--- config.mk ---
export PLATFORM = sky130hd
export DESIGN_NAME = switch_debouncer
export DESIGN_NICKNAME = d
export VERILOG_FILES = /design/src/rtl/switch_debouncer.sv
export SDC_FILE = /design/constraint.sdc
export NUM_CORES = 1
export LEC_CHECK = 0
export CAP_MARGIN = 10
export CORE_AREA = 2 2 96 98
export CTS_CLUSTER_SIZE = 10
export DETAILED_ROUTE_END_ITERATION = 12
export DIE_AREA = 0 0 98 100
export HOLD_SLACK_MARGIN = 0.05
export PLACE_DENSITY = 0.74
export SYNTH_ARGS = -nofsm -noshare
export SYNTH_HDL_FRONTEND = slang
export SYNTH_SLANG_ARGS = --single-unit
--- constraint.sdc ---
create_clock -name clk_i -period 1.95 [get_ports clk_i]
set_input_delay 0.585 -clock clk_i [delete_from_list [all_inputs] [get_ports clk_i]]
set_output_delay 0.585 -clock clk_i [all_outputs]
set_load 0.005 [all_outputs]
--- src/rtl/switch_debouncer.sv ---
// Per-bit switch debouncer: 2-flop synchronizer + STABLE/COUNTING FSM per lane.
// Define SW_DEBOUNCE_EDGE_EN to build the registered rise_o/fall_o pulses.

module switch_debouncer_lane #(
  parameter int DEBOUNCE_CYCLES = 1000000
) (
  input  logic clk_i,
  input  logic rst_n_i,
  input  logic raw_i,
  output logic sw_o,
  output logic rise_o,
  output logic fall_o
);
  localparam int CW = $clog2(DEBOUNCE_CYCLES);

  typedef enum logic {STABLE = 1'b0, COUNTING = 1'b1} state_e;

  logic          s1, s2;
  state_e        state_q, state_d;
  logic [CW-1:0] cnt_q, cnt_d;
  logic          sw_q;
  logic          accept;

  always_ff @(posedge clk_i or negedge rst_n_i) begin
    if (!rst_n_i) begin
      s1 <= 1'b0;
      s2 <= 1'b0;
    end else begin
      s1 <= raw_i;
      s2 <= s1;
    end
  end

  always_ff @(posedge clk_i or negedge rst_n_i) begin
    if (!rst_n_i) begin
      state_q <= STABLE;
      cnt_q   <= '0;
      sw_q    <= 1'b0;
    end else begin
      state_q <= state_d;
      cnt_q   <= cnt_d;
      sw_q    <= sw_q ^ accept;
    end
  end

  // Any return to the accepted level drops the count; no partial credit.
  always_comb begin
    state_d = state_q;
    cnt_d   = '0;
    accept  = 1'b0;
    case (state_q)
      STABLE: begin
        if (s2 != sw_q) begin
          state_d = COUNTING;
          cnt_d   = CW'(1);
        end
      end
      COUNTING: begin
        if (s2 == sw_q) begin
          state_d = STABLE;
        end else if (cnt_q == CW'(DEBOUNCE_CYCLES - 1)) begin
          state_d = STABLE;
          accept  = 1'b1;
        end else begin
          cnt_d = cnt_q + CW'(1);
        end
      end
      default: state_d = STABLE;
    endcase
  end

`ifdef SW_DEBOUNCE_EDGE_EN
  logic rise_q, fall_q;

  // Pulses load on the same edge sw_q flips, so they line up with the new level.
  always_ff @(posedge clk_i or negedge rst_n_i) begin
    if (!rst_n_i) begin
      rise_q <= 1'b0;
      fall_q <= 1'b0;
    end else begin
      rise_q <= accept & ~sw_q;
      fall_q <= accept & sw_q;
    end
  end

  always_comb begin
    sw_o   = sw_q;
    rise_o = rise_q;
    fall_o = fall_q;
  end
`else
  always_comb begin
    sw_o   = sw_q;
    rise_o = 1'b0;
    fall_o = 1'b0;
  end
`endif

endmodule

module switch_debouncer #(
  parameter int N_BITS          = 4,
  parameter int DEBOUNCE_CYCLES = 1000000
) (
  input  logic              clk_i,
  input  logic              rst_n_i,
  input  logic [N_BITS-1:0] sw_raw_i,
  output logic [N_BITS-1:0] sw_o,
  output logic [N_BITS-1:0] rise_o,
  output logic [N_BITS-1:0] fall_o
);
  if (DEBOUNCE_CYCLES < 2) begin : g_bad_cfg
    $fatal(1, "switch_debouncer: DEBOUNCE_CYCLES must be >= 2");
  end

  for (genvar i = 0; i < N_BITS; i++) begin : g_lane
    switch_debouncer_lane #(
      .DEBOUNCE_CYCLES(DEBOUNCE_CYCLES)
    ) u_lane (
      .clk_i  (clk_i),
      .rst_n_i(rst_n_i),
      .raw_i  (sw_raw_i[i]),
      .sw_o   (sw_o[i]),
      .rise_o (rise_o[i]),
      .fall_o (fall_o[i])
    );
  end

endmodule

Word level (Yosys, flattened, before mapping)
Cells that the tools add are included.
{"block": "classes", "add_sub_neg": 4, "eq_ne": 12, "div_mod_pow": 0, "magnitude_cmp": 0, "muxes": 44, "multipliers": 0, "bitwise_logic": 8, "reduce_logical": 0, "n_shift": 0}
{"op": "$mux W20", "count": 8}
{"op": "$pmux W20 S2", "count": 4}
{"op": "$add A20 B1 Y20 const B", "count": 4}
{"op": "$eq A20 B20 Y1 const B", "count": 4}
{"op": "$mux W1", "count": 28}
{"op": "$pmux W1 S2", "count": 4}
{"op": "$eq A1 B1 Y1", "count": 4}
{"op": "$ne A1 B1 Y1", "count": 4}
{"op": "$not A1 Y1", "count": 4}
{"op": "$xor A1 B1 Y1", "count": 4}
{"block": "word_totals", "regBits": 96, "n_memories": 0, "ram_bits": 0, "latchBits": 0, "output_inout_bits": 12, "inputBits": 6, "word_cells": 88, "mem_bits_ro": 0}

Logic depth before layout (Yosys ltp)
Gate-level depths: netlist (run 1).
{"block": "logic_depth", "word_depth": 5, "depth_mapped": 7, "mapped_depth_nobuf": 5}

Hierarchy
Synthesis (run 1) repeated with hierarchy kept, for this count alone.
{"block": "hier_totals", "hier_cells": 480, "area_unflattened_um2": 4819.6}
{"module": "switch_debouncer_lane", "n_inst": 4, "area_each_um2": 1204.9, "seq_area_each_um2": 600.6, "cells_per_inst": 120}

Least setup slack after synthesis (run 1)
No wires, ideal clock.
{"block": "synth_path", "kind": "reg2reg", "from": "register g_lane[0].u_lane.cnt_q[0]", "to": "register g_lane[0].u_lane.cnt_q[10]", "arrival_ps": 1849, "path_slack_ps": -30, "synth_period_minus_slack_ps": 1980, "setup_time_ps": 132, "required_time_ps": 1818, "path_stages_with_launch": 8, "path_buffers": 2, "path_cell_list": "dfrtp_1 > ha_1 > and4_1 > clkbuf_1 > nand4_1 > o21ai_1 > clkbuf_1 > nor2_1"}
{"block": "synth_via", "elab_chain_len": 4, "word_cells_on_any_way": 5, "cone_classes": "add/sub: 1; eq/ne: 1; mux: 3"}
{"item": "start: declaration", "line": "20", "text": "logic [CW-1:0] cnt_q, cnt_d;"}
{"item": "start signal: assignment", "line": "41", "text": "cnt_q <= cnt_d;"}
{"item": "$add A20 B1 Y20 / $eq A20 B20 Y1 (equally long branches)", "line": "65, 61"}
{"item": "$mux W20 *", "line": "61", "text": "end else if (cnt_q == CW'(DEBOUNCE_CYCLES - 1)) begin"}
{"item": "$mux W20 *", "line": "59", "text": "if (s2 == sw_q) begin"}
{"item": "$pmux W20 S2 *", "line": "51", "text": "case (state_q)"}
{"item": "named net g_lane[0].u_lane.cnt_d[10]", "line": "20"}
Mark *: on every way through the listed nets, which the timed path passes. The rest lies on a longest branch.

Final worst setup path (run 1)
{"block": "layout_path", "from": "register g_lane[3].u_lane.sw_q", "to": "output sw_o[3]"}
{"item": "start: declaration", "line": "21", "text": "logic sw_q;"}
{"item": "start signal: assignment", "line": "42", "text": "sw_q <= sw_q ^ accept;"}
{"item": "end: declaration", "line": "108", "text": "output logic [N_BITS-1:0] sw_o,"}
No word-level cell between the ends.

==> reports/results.tsv, run 1 <==
stage	metric	value	unit
outcome	status	finished clean	
setup_path	cp_slowest_stage_delay	530	ps
setup_path	cpMaxStageDelayCell	clkdlybuf4s50_1	
finish	nFillCells	720	
sta	finalClockSkew	14.5	ps
worst_hold_path	hold_path_class	in -> async	
logic_synthesis	synth.top_cell.area_share	51.5	%
setup_path	path_class	reg -> out	
power	powerDensity	666	nW/um2
drt	drtPass1Iterations	4	
floorplan	core_area	8890	um2
floorplan	die_width	98	um
finish	fin_nets	523	
sta	setup_violations	0	
logic_synthesis	async_flop_share	100	%
sta	max_freq	537	MHz
cts	ctsLongestPathBuffers	2	
logic_synthesis	yosysUniqueCellTypes	36	
finish	area_growth	13.4	%
drt	totalWireLength	8780	um
power	p_leak	0.00212	uW
logic_synthesis	synth_edf_count	0	
flow_run	drv_cap	0	
global_routing	grt_pass1_vias	3513	
placed_design	dp_hpwl	6190	um
setup_path	start_kind	flip-flop	
logic_synthesis	synth-compound-area-share	5.04	%
logic_synthesis	synth.largest_area_cell	dfrtp_1	
setup_path	startpoint	g_lane[3].u_lane.sw_o$_DFF_PN0_	
cts	numCtsBuffers	9	
setup_path	critPathMaxFanout	3	
setup_path	path_depth	1	
floorplan	initial_core_util	52.5	%
cts	tritoncts	built	
floorplan	die_area	9800	um2
floorplan	io-pin-count	18	
logic_synthesis	yosys.area_share.xor_xnor	10.9	%
drt	wl_per_cell	14.0	um
cts	clock_sinks	96	
cts	path_clk_slew	110	ps
cts	postCtsHoldBufs	0	
floorplan	rows	35	
logic_synthesis	synth_top_flop_cell	dfrtp_1	
setup_path	endpoint_kind	output pin	
cts	root_buffer	clkbuf_8	
sta	slew_headroom	66.8	%
power	total_power	3530	uW
global_routing	grt_max_degree	35	
logic_synthesis	netlist_top_cells_area	dfrtp_1, xnor2_1, nor2_1	
floorplan	die_h	100	um
sta	rsz0062_at_grt	no	
logic_synthesis	synthAdderAreaFrac	1.07	%
power	irDropWorstVdd	0.464	mV
setup_path	crit_chain	clkdlybuf4s50_1	
cts	htree_levels	3	
logic_synthesis	synth_seq_area_share	51.5	%
sta	hold_viol	0	
setup_path	crit_arrival	1280	ps
logic_synthesis	postSynthAreaPerCell	9.83	um2
drt	drc	0	
cts	clk-insertion-delay-late	360	ps
logic_synthesis	synth_top_family_by_area	simple AND/OR/NAND/NOR gates	
finish	finalInstanceArea	5290	um2
logic_synthesis	yosysWarnings	0	
drt	dr.first_iter.drc_count	139	
sta	finalCritPeriodShare	95.5	%
finish	layout_common_cells	dfrtp_1, nor2_1, xnor2_1, buf_4, nand2_1	
placed_design	placed_cell_area	5050	um2
global_routing	antenna_found_initial	0	
setup_path	cp.buffers_inverters	1	
finish	n_antenna_cell	0	
sta	drv_slew	0	
setup_path	critPathRequiredTime	1360	ps
drt	vias	3543	
drt	viasPerCell	5.63	
global_routing	track_usage	19.5	%
setup_path	timing.rr.start	g_lane[1].u_lane.cnt_q[3]$_DFF_PN0_	
logic_synthesis	postSynthCellCount	475	
global_routing	grt_overflow	0	
placed_design	gp_congestion	0.846	
setup_path	crit_family	buffers and inverters	
logic_synthesis	yosys.area_share.simple	26.5	%
setup_path	worst-r2r-cell-count	4	
sta	worstMarginPinSlew	494	ps
finish	drive_gt1_share	12.5	%
logic_synthesis	yosys_register_bits	96	
logic_synthesis	netlist_area	4670	um2
placed_design	io_buffers	9	
finish	final_common_cell	dfrtp_1	
sta	fin_crit	1860	ps
global_routing	grt_pass1_wl	15800	um
logic_synthesis	synth.area.mux_share	0.965	%
drt	drtAntennaViolNets	0	
through the flow:
stage / worst slack, ps / hold slack, ps / TNS (ps) / utilization [%] / cells
after detailed placement: -30.4 / 346 / -30.4 / 56.8 / 610
after floorplan: 7.02 / 289 / 0 / - / 482
after CTS: 26.4 / 84.5 / 0 / 59.3 / 628
after global routing: 12.1 / 84.5 / 0 / 59.5 / 629
final: 87.5 / 87.8 / 0 / 59.5 / 629
after global placement: 38.2 / 335 / 0 / 56.8 / 610
what timing repair did:
action / 4_1_cts / 5_1_grt
endpoints found under the setup margin: 1 / 7
endpoints found under the hold margin: 0 / 0
setup buffers: 2 / 1
resized for setup: 0 / 5
synthesized netlist by cell type, drive strengths merged, types with 13 or more instances:
master and count:
a21oi 18, nor4 15, xnor2 35, dfrtp 96, nand3 26, nor2 70
xor2 23, o21ai 17, buf 13, nand4 26, nor3 16, inv 14
nand2 27
per-layer routing:
layer	vias up	part of all wire [%]	GRT usage (%)
met5	-	0	0
met4	0	1.3	6.94
met3	6	1.8	2.72
met2	38	50	32.0
met1	1758	47	26.8
li1	1741	-	-
path summary, 6_finish.rpt:
path                                                        end  slack (ps)
max in group asynchronous       g_lane[2].u_lane.sw_o$_DFF_PN0_        1300
min                        g_lane[1].u_lane.cnt_q[11]$_DFF_PN0_          90
max                                                     sw_o[3]          90
min in group clk_i                g_lane[1].u_lane.s2$_DFF_PN0_         370
min reg2reg                       g_lane[1].u_lane.s2$_DFF_PN0_         370
max reg2reg                g_lane[1].u_lane.cnt_q[15]$_DFF_PN0_         130
final cells by class:
type                    instances  area (um2)  share of cell area [%]
clock inverters                 5        61.3                    1.16
inverters                      14        52.6                   0.993
flip-flops and latches         96        2400                    45.4
multi-input cells             349        2130                    40.2
well taps                     111         139                    2.62
repair buffers                 43         368                    6.95
clock buffers                  11         141                    2.67
state kept, by name (all words and copies together) (netlist names):
name / count
g_lane.u_lane.sw_o: 4
g_lane.u_lane.state_q: 4
g_lane.u_lane.s1: 4
g_lane.u_lane.cnt_q: 80
g_lane.u_lane.s2: 4
cells by family after synthesis:
logic type                 after synthesis
adders and majority gates                4
xor gates and xnor gates                58
and+or+nand+nor                        232
DFF                                     96
muxes                                    4
other                                    1
AOI/OAI and AO/OA                       43
buffers and inverters                   37
where the power goes:
part | internal (uW) | switching [uW]
Clock | 642 | 706
Combinational | 52.1 | 94.5
Sequential | 2010 | 18.7
Note: power is estimated with default switching activity, not from simulation.
==> run 2, diff against run 1 <==
REMOVE_ABC_BUFFERS = 1   (was default)
==> reports/results.tsv, run 2 (synthesis results as in run 1) <==
stage	metric	value	unit	change
sta	slew_headroom	66.1	%	-0.70 points
setup_path	reg2reg_setup_slack	90	ps	-40 ps
power	combPwrFrac	3.9	%	-0.3 points
sta	fin_crit	1860	ps	+0.855 ps
power	total_power	3630	uW	+2.9%
outcome	status	finished clean		
cts	htree_levels	3		unchanged
cts	tritoncts	built		
power	p_int	2820	uW	+4.4%
power	switching_share	22.2	%	-1.1 points
placed_design	dp_hpwl	5970	um	-3.5%
placed_design	dp_cells	613		+0.49%
floorplan	die_area	9800	um2	unchanged
setup_path	path_class	reg -> reg		
setup_path	crit_arrival	2150	ps	+870 ps
floorplan	io-pin-count	18		unchanged
drt	viasPerCell	5.61		-0.44%
global_routing	antenna_found_initial	0		unchanged
power	seqPwrFrac	56.0	%	-1.6 points
finish	layout_common_cells	dfrtp_1, nor2_1, xnor2_1, buf_4, nand2_1		
setup_path	worst-r2r-cell-count	4		unchanged
flow_run	drv_cap	0		unchanged
setup_path	critPathRequiredTime	2230	ps	+870 ps
finish	largest_register_ffs	80		unchanged
setup_path	start_kind	flip-flop		
drt	vias	3533		-0.28%
drt	dr.first_iter.drc_count	179		+29%
sta	rsz0062_at_grt	no		
sta	fin_ws	86.7	ps	-0.855 ps
drt	drtPass1Iterations	4		unchanged
cts	path_clk_slew	90	ps	-20 ps
setup_path	cp-endpoint	g_lane[1].u_lane.cnt_q[15]$_DFF_PN0_		
placed_design	dp_slack	11.4	ps	+41.8 ps
setup_path	startpoint	g_lane[1].u_lane.cnt_q[7]$_DFF_PN0_		
drt	highest_layer	met4		
power	p_leak	0.00212	uW	about the same
finish	n_antenna_cell	0		unchanged
placed_design	io_buffers	9		unchanged
global_routing	grt_pass1_vias	3460		-1.5%
sta	worstMarginPinSlew	504	ps	+10.4 ps
finish	drive_gt1_share	12.1	%	-0.41 points
cts	numCtsBuffers	9		unchanged
finish	area_growth	13.5	%	about the same
drt	drtAntennaViolNets	0		unchanged
drt	totalWireLength	8420	um	-4.1%
sta	drv_slew	0		unchanged
drt	m1WireLength	3850	um	-6.1%
drt	drc	0		unchanged
power	irDropWorstVdd	0.398	mV	-14%
sta	max_freq	537	MHz	about the same
sta	finalClockSkew	12.0	ps	-2.48 ps
finish	regMostFlops	g_lane.u_lane.cnt_q		
cts	clock_sinks	96		unchanged
setup_path	endpoint_kind	flip-flop		
setup_path	r2r_end	g_lane[1].u_lane.cnt_q[15]$_DFF_PN0_		
global_routing	grt_max_degree	37		+5.7%
floorplan	initial_core_util	52.5	%	unchanged
worst_hold_path	hold_path_class	in -> async		
setup_path	critPathMaxFanout	8		+5
finish	fin_nets	524		+0.19%
cts	root_buffer	clkbuf_8		
floorplan	rows	35		unchanged
power	p_sw	804	uW	-1.9%
drt	met3_length	267	um	+66%
power	powerDensity	685	nW/um2	+2.8%
placed_design	gp_congestion	0.864		+2.2%
floorplan	die_h	100	um	unchanged
power	clkPwrFrac	40.2	%	+2.0 points
finish	fin_cells	630		+0.16%
finish	final_common_cell	dfrtp_1		
cts	ctsLongestPathBuffers	2		unchanged
floorplan	die_width	98	um	unchanged
floorplan	core_area	8890	um2	unchanged
sta	setup_tns	0	ps	unchanged
setup_path	timing.rr.start	g_lane[1].u_lane.cnt_q[7]$_DFF_PN0_		
global_routing	grt_pass1_wl	15200	um	-3.9%
drt	wl_met2	4180	um	-5.2%
sta	holdWs	172	ps	+83.8 ps
drt	wl_per_cell	13.4	um	-4.2%
global_routing	grt_overflow	0		unchanged
global_routing	track_usage	18.7	%	-0.74 points
sta	hold_viol	0		unchanged
sta	setup_violations	0		unchanged
cts	clk-insertion-delay-late	360	ps	about the same
sta	finalCritPeriodShare	95.6	%	about the same
==> run 2: per-layer routing <==
metal  global-route usage, %  vias to the layer above
met5                       0                        -
met4                    7.80                        0
met3                    2.58                       12
met2                    31.5                       66
met1                    24.7                     1710
li1                        -                     1745
==> run 2: worst min path at each step <==
stage	cells past startpoint	startpoint	slack, ps	to
after floorplan	0	rst_n_i	290	g_lane[0].u_lane.cnt_q[0]$_DFF_PN0_
after global placement	0	g_lane[2].u_lane.s1$_DFF_PN0_	330	g_lane[2].u_lane.s2$_DFF_PN0_
after detailed placement	0	g_lane[0].u_lane.s1$_DFF_PN0_	340	g_lane[0].u_lane.s2$_DFF_PN0_
after CTS	1	rst_n_i	190	g_lane[0].u_lane.cnt_q[16]$_DFF_PN0_
after global routing	1	rst_n_i	210	g_lane[0].u_lane.cnt_q[16]$_DFF_PN0_
final	1	rst_n_i	170	g_lane[1].u_lane.cnt_q[2]$_DFF_PN0_
==> run 2: layout make-up <==
cell class / instances / area (um2)
repair buffers: 44 / 363
fillers: 754 / 3590
clock buffers: 10 / 138
multi-input cells: 349 / 2110
well taps: 111 / 139
inverters: 14 / 52.6
flip-flops and latches: 96 / 2400
clock inverters: 6 / 91.3
==> run 2: per-stage QoR <==
| stage | util, % | instance area, um2 |
|---|---|---|
| finish | 59.6 | 5300 |
| global route | 59.6 | 5300 |
| CTS | 59.4 | 5280 |
| detailed placement | 56.9 | 5050 |
| global placement | 56.9 | 5050 |
| floorplan | - | 4560 |
==> run 2: worst max-delay path: stages, from the launching register on <==
cell,delay [ps]
dfrtp_1,460
nand4_4,140
or4_4,570
or4_1,480
a21oi_1,150
==> run 2: power by group through the flow <==
stage | registers [uW] | clock network [uW] | logic [uW]
6_report | 2030 | 1460 | 141
5_1_grt | 2030 | 1570 | 166
4_1_cts | 2030 | 1500 | 145
3_5_place_dp | 2070 | 0 | 144
3_3_place_gp | 2070 | 0 | 139
2_1_floorplan | 2070 | 0 | 51.8
==> run 2: what timing repair did <==
action / in CTS / in global routing
setup endpoints to repair: 0 / 5
gates resized for setup: 0 / 3
hold buffers: 0 / 0
buffers inserted: 0 / 1
endpoints found under the hold margin: 0 / 0
==> run 3, diff against run 2 <==
GPL_TIMING_DRIVEN = 0   (was default)
MAX_ROUTING_LAYER = met4   (was default)
==> reports/results.tsv, run 3 (synthesis results as in run 1) <==
stage	metric	value	unit	change
setup_path	start_kind	flip-flop		
finish	regMostFlops	g_lane.u_lane.cnt_q		
setup_path	critPathRequiredTime	2240	ps	about the same
cts	htree_levels	3		unchanged
finish	postLayoutCoreUtil	59.4	%	-0.24 points
setup_path	critPathMaxFanout	8		unchanged
power	p_leak	0.00205	uW	-3.1%
setup_path	timing.rr.start	g_lane[1].u_lane.cnt_q[3]$_DFF_PN0_		
sta	hold_viol	0		unchanged
setup_path	cpMaxStageDelayCell	or4_4		
power	clkPwrFrac	39.0	%	-1.2 points
cts	ctsLongestPathBuffers	2		unchanged
floorplan	core_area	8890	um2	unchanged
power	p_sw	785	uW	-2.4%
sta	slew_headroom	66.5	%	+0.40 points
cts	tritoncts	built		
worst_hold_path	hold_path_class	in -> async		
cts	root_buffer	clkbuf_8		
finish	fin_nets	507		-3.2%
floorplan	io-pin-count	18		unchanged
power	irDropWorstVdd	0.471	mV	+18%
finish	final_common_cell	dfrtp_1		
sta	setup_tns	0	ps	unchanged
cts	numCtsBuffers	9		unchanged
setup_path	startpoint	g_lane[1].u_lane.cnt_q[3]$_DFF_PN0_		
global_routing	grt_pass1_vias	3348		-3.2%
drt	wl_per_cell	14.2	um	+6.1%
cts	path_clk_slew	90	ps	about the same
global_routing	grt_pass1_wl	14900	um	-1.6%
drt	vias	3473		-1.7%
cts	clk-insertion-delay-late	360	ps	about the same
placed_design	io_buffers	9		unchanged
power	total_power	3560	uW	-1.8%
outcome	status	finished clean		
floorplan	initial_core_util	52.5	%	unchanged
setup_path	path_class	reg -> reg		
global_routing	track_usage	19.0	%	+0.23 points
sta	max_freq	534	MHz	-0.47%
finish	layout_common_cells	dfrtp_1, nor2_1, xnor2_1, nand2_1		
global_routing	grt_overflow	0		unchanged
floorplan	rows	35		unchanged
cts	clock_sinks	96		unchanged
power	switching_share	22.0	%	-0.14 points
finish	largest_register_ffs	80		unchanged
setup_path	endpoint_kind	flip-flop		
power	p_int	2780	uW	-1.6%
floorplan	die_h	100	um	unchanged
sta	drv_slew	0		unchanged
power	seqPwrFrac	57.0	%	+1.0 points
placed_design	gp_congestion	0.828		-4.2%
sta	finalClockSkew	8.70	ps	-3.28 ps
floorplan	die_area	9800	um2	unchanged
sta	fin_crit	1870	ps	+8.76 ps
drt	drc	0		unchanged
global_routing	antenna_found_initial	0		unchanged
setup_path	crit_arrival	2160	ps	about the same
floorplan	die_width	98	um	unchanged
power	combPwrFrac	4.0	%	about the same
sta	setup_violations	0		unchanged
drt	drtPass1Iterations	4		unchanged
global_routing	grt_max_degree	72		+95%
drt	totalWireLength	8680	um	+3.1%
setup_path	crit_chain	nand3_2 > or4_4 > or4_1 > a21oi_1		
sta	finalCritPeriodShare	96.0	%	+0.45 points
finish	drive_gt1_share	11.8	%	-0.36 points
placed_design	dp_hpwl	5530	um	-7.3%
drt	drtAntennaViolNets	0		unchanged
finish	n_antenna_cell	0		unchanged
sta	worstMarginPinSlew	500	ps	-4.07 ps
finish	area_growth	13.1	%	
drt	viasPerCell	5.67		+1.2%
drt	dr.first_iter.drc_count	133		-26%
power	powerDensity	675	nW/um2	-1.4%
flow_run	drv_cap	0		unchanged
setup_path	cp_slowest_stage_delay	610	ps	+40 ps
[run 3: routing by layer]
metal / part of all wire (%) / track usage, %
met5: 0 / -
met4: 1.6 / 6.52
met3: 2.3 / 2.72
met2: 50 / 31.3
met1: 46 / 24.3
[run 3: final cells by class]
class | instances | area [um2]
Inverter | 14 | 52.6
Fill cell | 755 | 3610
Clock inverter | 5 | 81.3
Timing Repair Buffer | 27 | 268
Multi-Input combinational cell | 349 | 2200
Sequential cell | 96 | 2410
Clock buffer | 10 | 128
Tap cell | 111 | 139
[run 3: repair_timing]
| item | CTS | global route |
|---|---|---|
| cloned | 0 | 0 |
| pin swaps | 2 | 7 |
| endpoints found under the setup margin | 77 | 48 |
| resized for setup | 14 | 11 |
| buffers inserted | 5 | 12 |
| hold buffers | 0 | 0 |
[run 3: power by group through the flow]
| stage | Combinational, uW | Sequential, uW | Clock (uW) |
|---|---|---|---|
| 3_5_place_dp | 122 | 2070 | 0 |
| 3_3_place_gp | 112 | 2070 | 0 |
| 5_1_grt | 163 | 2040 | 1510 |
| 4_1_cts | 136 | 2030 | 1420 |
| 2_1_floorplan | 51.8 | 2070 | 0 |
| 6_report | 141 | 2030 | 1390 |
[run 3: worst paths after layout]
check / endpoint / slack [ps] / depth (start not counted)
min: g_lane[1].u_lane.cnt_q[16]$_DFF_PN0_ / 130 / 1
min in group clk_i: g_lane[1].u_lane.s2$_DFF_PN0_ / 360 / 0
max: g_lane[1].u_lane.cnt_q[15]$_DFF_PN0_ / 80 / 4
max reg2reg: g_lane[1].u_lane.cnt_q[15]$_DFF_PN0_ / 80 / 4
max in group asynchronous: g_lane[1].u_lane.cnt_q[3]$_DFF_PN0_ / 1170 / 2
min reg2reg: g_lane[1].u_lane.s2$_DFF_PN0_ / 360 / 0
[run 3: per-stage QoR]
stage | cell area [um2] | instances | hold WS, ps | worst slack, ps
after floorplan | 4560 | 459 | 289 | -7.44
after global placement | 4790 | 579 | 335 | -3190
after detailed placement | 4810 | 580 | 343 | -607
after CTS | 5130 | 600 | 135 | 6.65
after global routing | 5280 | 612 | 150 | -1.83
final | 5280 | 612 | 134 | 77.9
[run 3: critical path, delay by kind of cell, from the launching register on]
| kind | cells | cell delay (ps) |
|---|---|---|
| AND/OR/NAND/NOR | 3 | 1250 |
| flip-flops | 1 | 400 |
| AO/OA/AOI/OAI | 1 | 150 |
==> patch 1 (config.mk and constraints of run 2) <==
Change the parameter `N_BITS` from 4 to 5.
--- a/src/rtl/switch_debouncer.sv
+++ b/src/rtl/switch_debouncer.sv
@@ -101,3 +101,3 @@
 module switch_debouncer #(
-  parameter int N_BITS          = 4,
+  parameter int N_BITS          = 5,
   parameter int DEBOUNCE_CYCLES = 1000000
Ports: changed (resized fall_o, rise_o, sw_o and sw_raw_i); port bits go from 18 to 22. No check against the original RTL was run, so the function may have changed too.
==> patch 1 against run 2 <==
The run now ends with setup timing left; sequential cell count increased by 24; area after synthesis increased by 24%; critical path depth did not move; highest routed layer unchanged; critical path type unchanged; wire length is 46% higher; critical endpoint is now g_lane[1].u_lane.sw_o; power increased by 59%; clock skew up 1.8 ps; largest power group is now the clock network; design area grew 37%; clock power is 100% higher; first-iteration DRC count increased by 34%; worst setup slack got worse by 240 ps; final cell count is 26% higher.
==> patch 1: results (changes against run 2) <==
Clock Power Share=52.0% (was 40.2%); total sequential power=2.54 mW (was 2.03 mW); multi-input gate count=418 (was 349); Layout Area Growth over Synthesis=24.55% (was 13.54%); total iterations of the first detailed-routing run=7 (was 4); worst hold slack across all endpoints=348.8 ps (was 171.6 ps); XOR/XNOR share of the synthesized area=9.347% (was 10.88%); # H-tree levels=4 (was 3); max reg flops=100 (was 80); Placed Cells incl. Taps=749 (was 613); post-synthesis sequential element count=120 (was 96); setup total negative slack=-3128 ps (was 0 ps); total half-perimeter wirelength after legalization and detailed placement=7.833 mm (was 5.968 mm); Fin Clk Skew=13.77 ps (was 11.98 ps); commonest cells in the synthesized netlist=120 x sky130_fd_sc_hd__dfrtp_1, 78 x sky130_fd_sc_hd__nor2_1, 34 x sky130_fd_sc_hd__xnor2_1 (was 96 x sky130_fd_sc_hd__dfrtp_1, 70 x sky130_fd_sc_hd__nor2_1, 35 x sky130_fd_sc_hd__xnor2_1); per-instance average area after synthesis=9.965 um2 (was 9.825 um2); total global routing track utilization=26.58% (was 18.74%); number of clock buffer instances in the layout=18 (was 10); synthesized-area fraction occupied by ao, oa, aoi and oai cells=7.926% (was 5.040%); cts-stage hold buffer count=1 (was 0); power density over cell area=794.9 nW/um2 (was 684.7 nW/um2); ratio of cells with drive above 1 in the final layout=22.50% (was 12.14%); startpoint of the lowest-slack register-to-register path=g_lane[1].u_lane.cnt_q[15] (was g_lane[1].u_lane.cnt_q[7]); source-to-sink clock delay at the later pin of the worst-skew pair=520 ps (was 360 ps); failing checks=setup timing; setup slack after placement=-167.2 ps (was 11.35 ps); Total Nets Final=679 (was 524); status=complete, but fails checks (was finished clean); final weighted congestion of routability-driven global placement=0.8361 (was 0.8642); total setup violations reported at the end of the flow=41 (was 0); Vias/cell=5.808 (was 5.608); highest fanout seen on the critical path=2 (was 8); Clock Network Area Fraction=7.868% (was 4.321%); share of synthesized area spent on multiplexers=0.9692% (was 0.9651%); DRT Wirelength=12.25 mm (was 8.419 mm); number of cells produced by synthesis=583 (was 475); Setup Fix Bufs, Post-CTS=4 (was 0); reported leakage power=2.982 nW (was 2.117 nW); instance area at placement=6456 um2 (was 5055 um2); invs w/o clock=24 (was 14); number of global-route vias before repair=4544 (was 3460); Starting DRT DRC Count=240 (was 179); unique cell type count in the Yosys netlist=43 (was 36); Worst-path clk slew=60 ps (was 90 ps); global-route wire length before repair=21.04 mm (was 15.16 mm); final worst-path setup slack=-155.4 ps (was 86.69 ps); cell types occupying the most area after synthesis=sky130_fd_sc_hd__dfrtp_1 52%, sky130_fd_sc_hd__xnor2_1 5.1%, sky130_fd_sc_hd__nor2_1 5.0%, sky130_fd_sc_hd__xor2_1 4.2%, sky130_fd_sc_hd__nand3_1 2.8% (was sky130_fd_sc_hd__dfrtp_1 51%, sky130_fd_sc_hd__xnor2_1 6.6%, sky130_fd_sc_hd__nor2_1 5.6%, sky130_fd_sc_hd__xor2_1 4.3%, sky130_fd_sc_hd__nand4_1 3.4%); non-filler cells, final=791 (was 630)
patch 1: cell types whose count changed after synthesis, sizes merged, moves of 4 or more:
cell	before	now
dfrtp	96	120
a21oi	18	32
or4	8	22
o31ai	4	15
inv	14	24
nand3	26	34
nor2	70	78
or3	11	19
buf	13	20
nor4	15	10
o21ai	17	22
xor2	23	28
nand4b	4	0
or4b	0	4
patch 1: critical path, cell delays in order (launching register included):
cell                      delay (ps)
sky130_fd_sc_hd__dfrtp_1         380
sky130_fd_sc_hd__or4b_1          540
sky130_fd_sc_hd__or4_4           470
sky130_fd_sc_hd__nor3_4          270
sky130_fd_sc_hd__mux2_4          320
patch 1: routing by layer:
metal,up-vias,GRT usage (%),share of wire [%]
li1,2208,-,-
met1,2290,34.68,44
met2,78,45.31,52
met3,18,5.432,2.6
met4,0,8.333,1.5
met5,-,0,0
==> patch 2 (flow settings as in run 2) <==
Made on the original files. Register the output `sw_o`; this adds one clock of latency there. The other outputs are not delayed to match.
--- a/src/rtl/switch_debouncer.sv
+++ b/src/rtl/switch_debouncer.sv
@@ -111,2 +111,4 @@
 );
+
+  logic [N_BITS-1:0] sw_d;
   if (DEBOUNCE_CYCLES < 2) begin : g_bad_cfg
@@ -122,3 +124,3 @@
       .raw_i  (sw_raw_i[i]),
-      .sw_o   (sw_o[i]),
+      .sw_o   (sw_d[i]),
       .rise_o (rise_o[i]),
@@ -128,2 +130,6 @@
 
+  always_ff @(posedge clk_i) begin
+      sw_o <= sw_d;
+  end
+
 endmodule
Check against the original RTL: no difference found for any inputs over 10 cycles, from zero or initial values and one cycle with rst_n_i low; that may be too few to reach the edited logic, so the function may still have changed.
==> patch 2 against run 2 <==
Count of clock-buffer cells in the layout decreased by 1; die area unchanged; largest cell class unchanged; wire length increased by 1.7%; sequential cell count increased by 4; critical path type unchanged; design area increased by 1.2%; worst setup slack improved by 35 ps; sequential share of layout area increased by 0.94 points; area after synthesis increased by 1.1%; core utilization increased by 0.70 points; power increased by 4.7%; non-clock buffer count decreased by 5; highest routed layer unchanged; sequential power increased by 4%; via count increased by 0.71%.
==> patch 2: results (changes against run 2) <==
Total Nets Final=523 (was 524); Starting DRT DRC Count=137 (was 179); footprint of the multi-input gates=2115 um2 (was 2112 um2); GRT met2 Usage=30.66% (was 31.45%); sequential cell count=100 (was 96); vias=3558 (was 3533); global-route wire length before repair=15.26 mm (was 15.16 mm); buffers outside the clock class=39 (was 44); instance area at placement=5110 um2 (was 5055 um2); pin count of the biggest net entering global routing=40 (was 37); signal buffers share of area=6.301% (was 6.848%); Clock Network Area Fraction=4.387% (was 4.321%); adder-cell share of the synthesized area=1.061% (was 1.072%); met3 track demand over resource=2.646% (was 2.577%); number of fill cells in the layout=729 (was 754); synthesized-area fraction occupied by ao, oa, aoi and oai cells=4.987% (was 5.040%); worst hold slack across all endpoints=152.8 ps (was 171.6 ps); origin of the worst setup path=g_lane[1].u_lane.cnt_q[3] (was g_lane[1].u_lane.cnt_q[7]); number of global-route vias before repair=3422 (was 3460); setup slack after placement=33.24 ps (was 11.35 ps); proportion of synthesized chip area in sequential cells=52.63% (was 51.47%); reg-to-reg slack, setup=120 ps (was 90 ps); final weighted congestion of routability-driven global placement=0.8201 (was 0.8642); sequential share of cell area=46.30% (was 45.36%); maximum ir drop on the vdd rail=0.6437 mV (was 0.3985 mV); non-filler cells, final=628 (was 630); unique cell type count in the Yosys netlist=37 (was 36); Fin Clk Skew=14.34 ps (was 11.98 ps); status=finished clean (unchanged); Placed Cells incl. Taps=612 (was 613); share of synthesized area spent on multiplexers=0.9549% (was 0.9651%); total global routing track utilization=18.87% (was 18.74%); post-route design area=5361 um2 (was 5299 um2); global-route met1 utilization=25.52% (was 24.75%); share of async-settable or async-resettable flops after synthesis=96.00% (was 100.0%); WP data arrival=2110 ps (was 2150 ps); XOR/XNOR share of the synthesized area=10.77% (was 10.88%)
patch 2: power by group through the flow:
stage | clock network (mW) | registers [mW] | logic (mW)
2_1_floorplan | 0 | 2.15 | 0.0518
3_3_place_gp | 0 | 2.15 | 0.136
3_5_place_dp | 0 | 2.15 | 0.138
4_1_cts | 1.59 | 2.11 | 0.139
5_1_grt | 1.67 | 2.12 | 0.158
6_report | 1.55 | 2.11 | 0.137
patch 2: worst reg2reg max path: stages (launching register included):
cell and delay [ps]:
sky130_fd_sc_hd__dfrtp_1 410, sky130_fd_sc_hd__nand3_1 120, sky130_fd_sc_hd__or4_4 590, sky130_fd_sc_hd__or4_1 480, sky130_fd_sc_hd__a21oi_1 160
patch 2: repair_timing:
action | 4_1_cts | 5_1_grt
endpoints found under the hold margin | 0 | 0
endpoints found under the setup margin | 0 | 5
setup buffers | 0 | 1
resized for setup | 0 | 3
patch 2: layer usage:
metal	share of wire [%]	up-vias
li1	-	1736
met1	46	1748
met2	49	58
met3	2.7	16
met4	2.0	0
met5	0	-
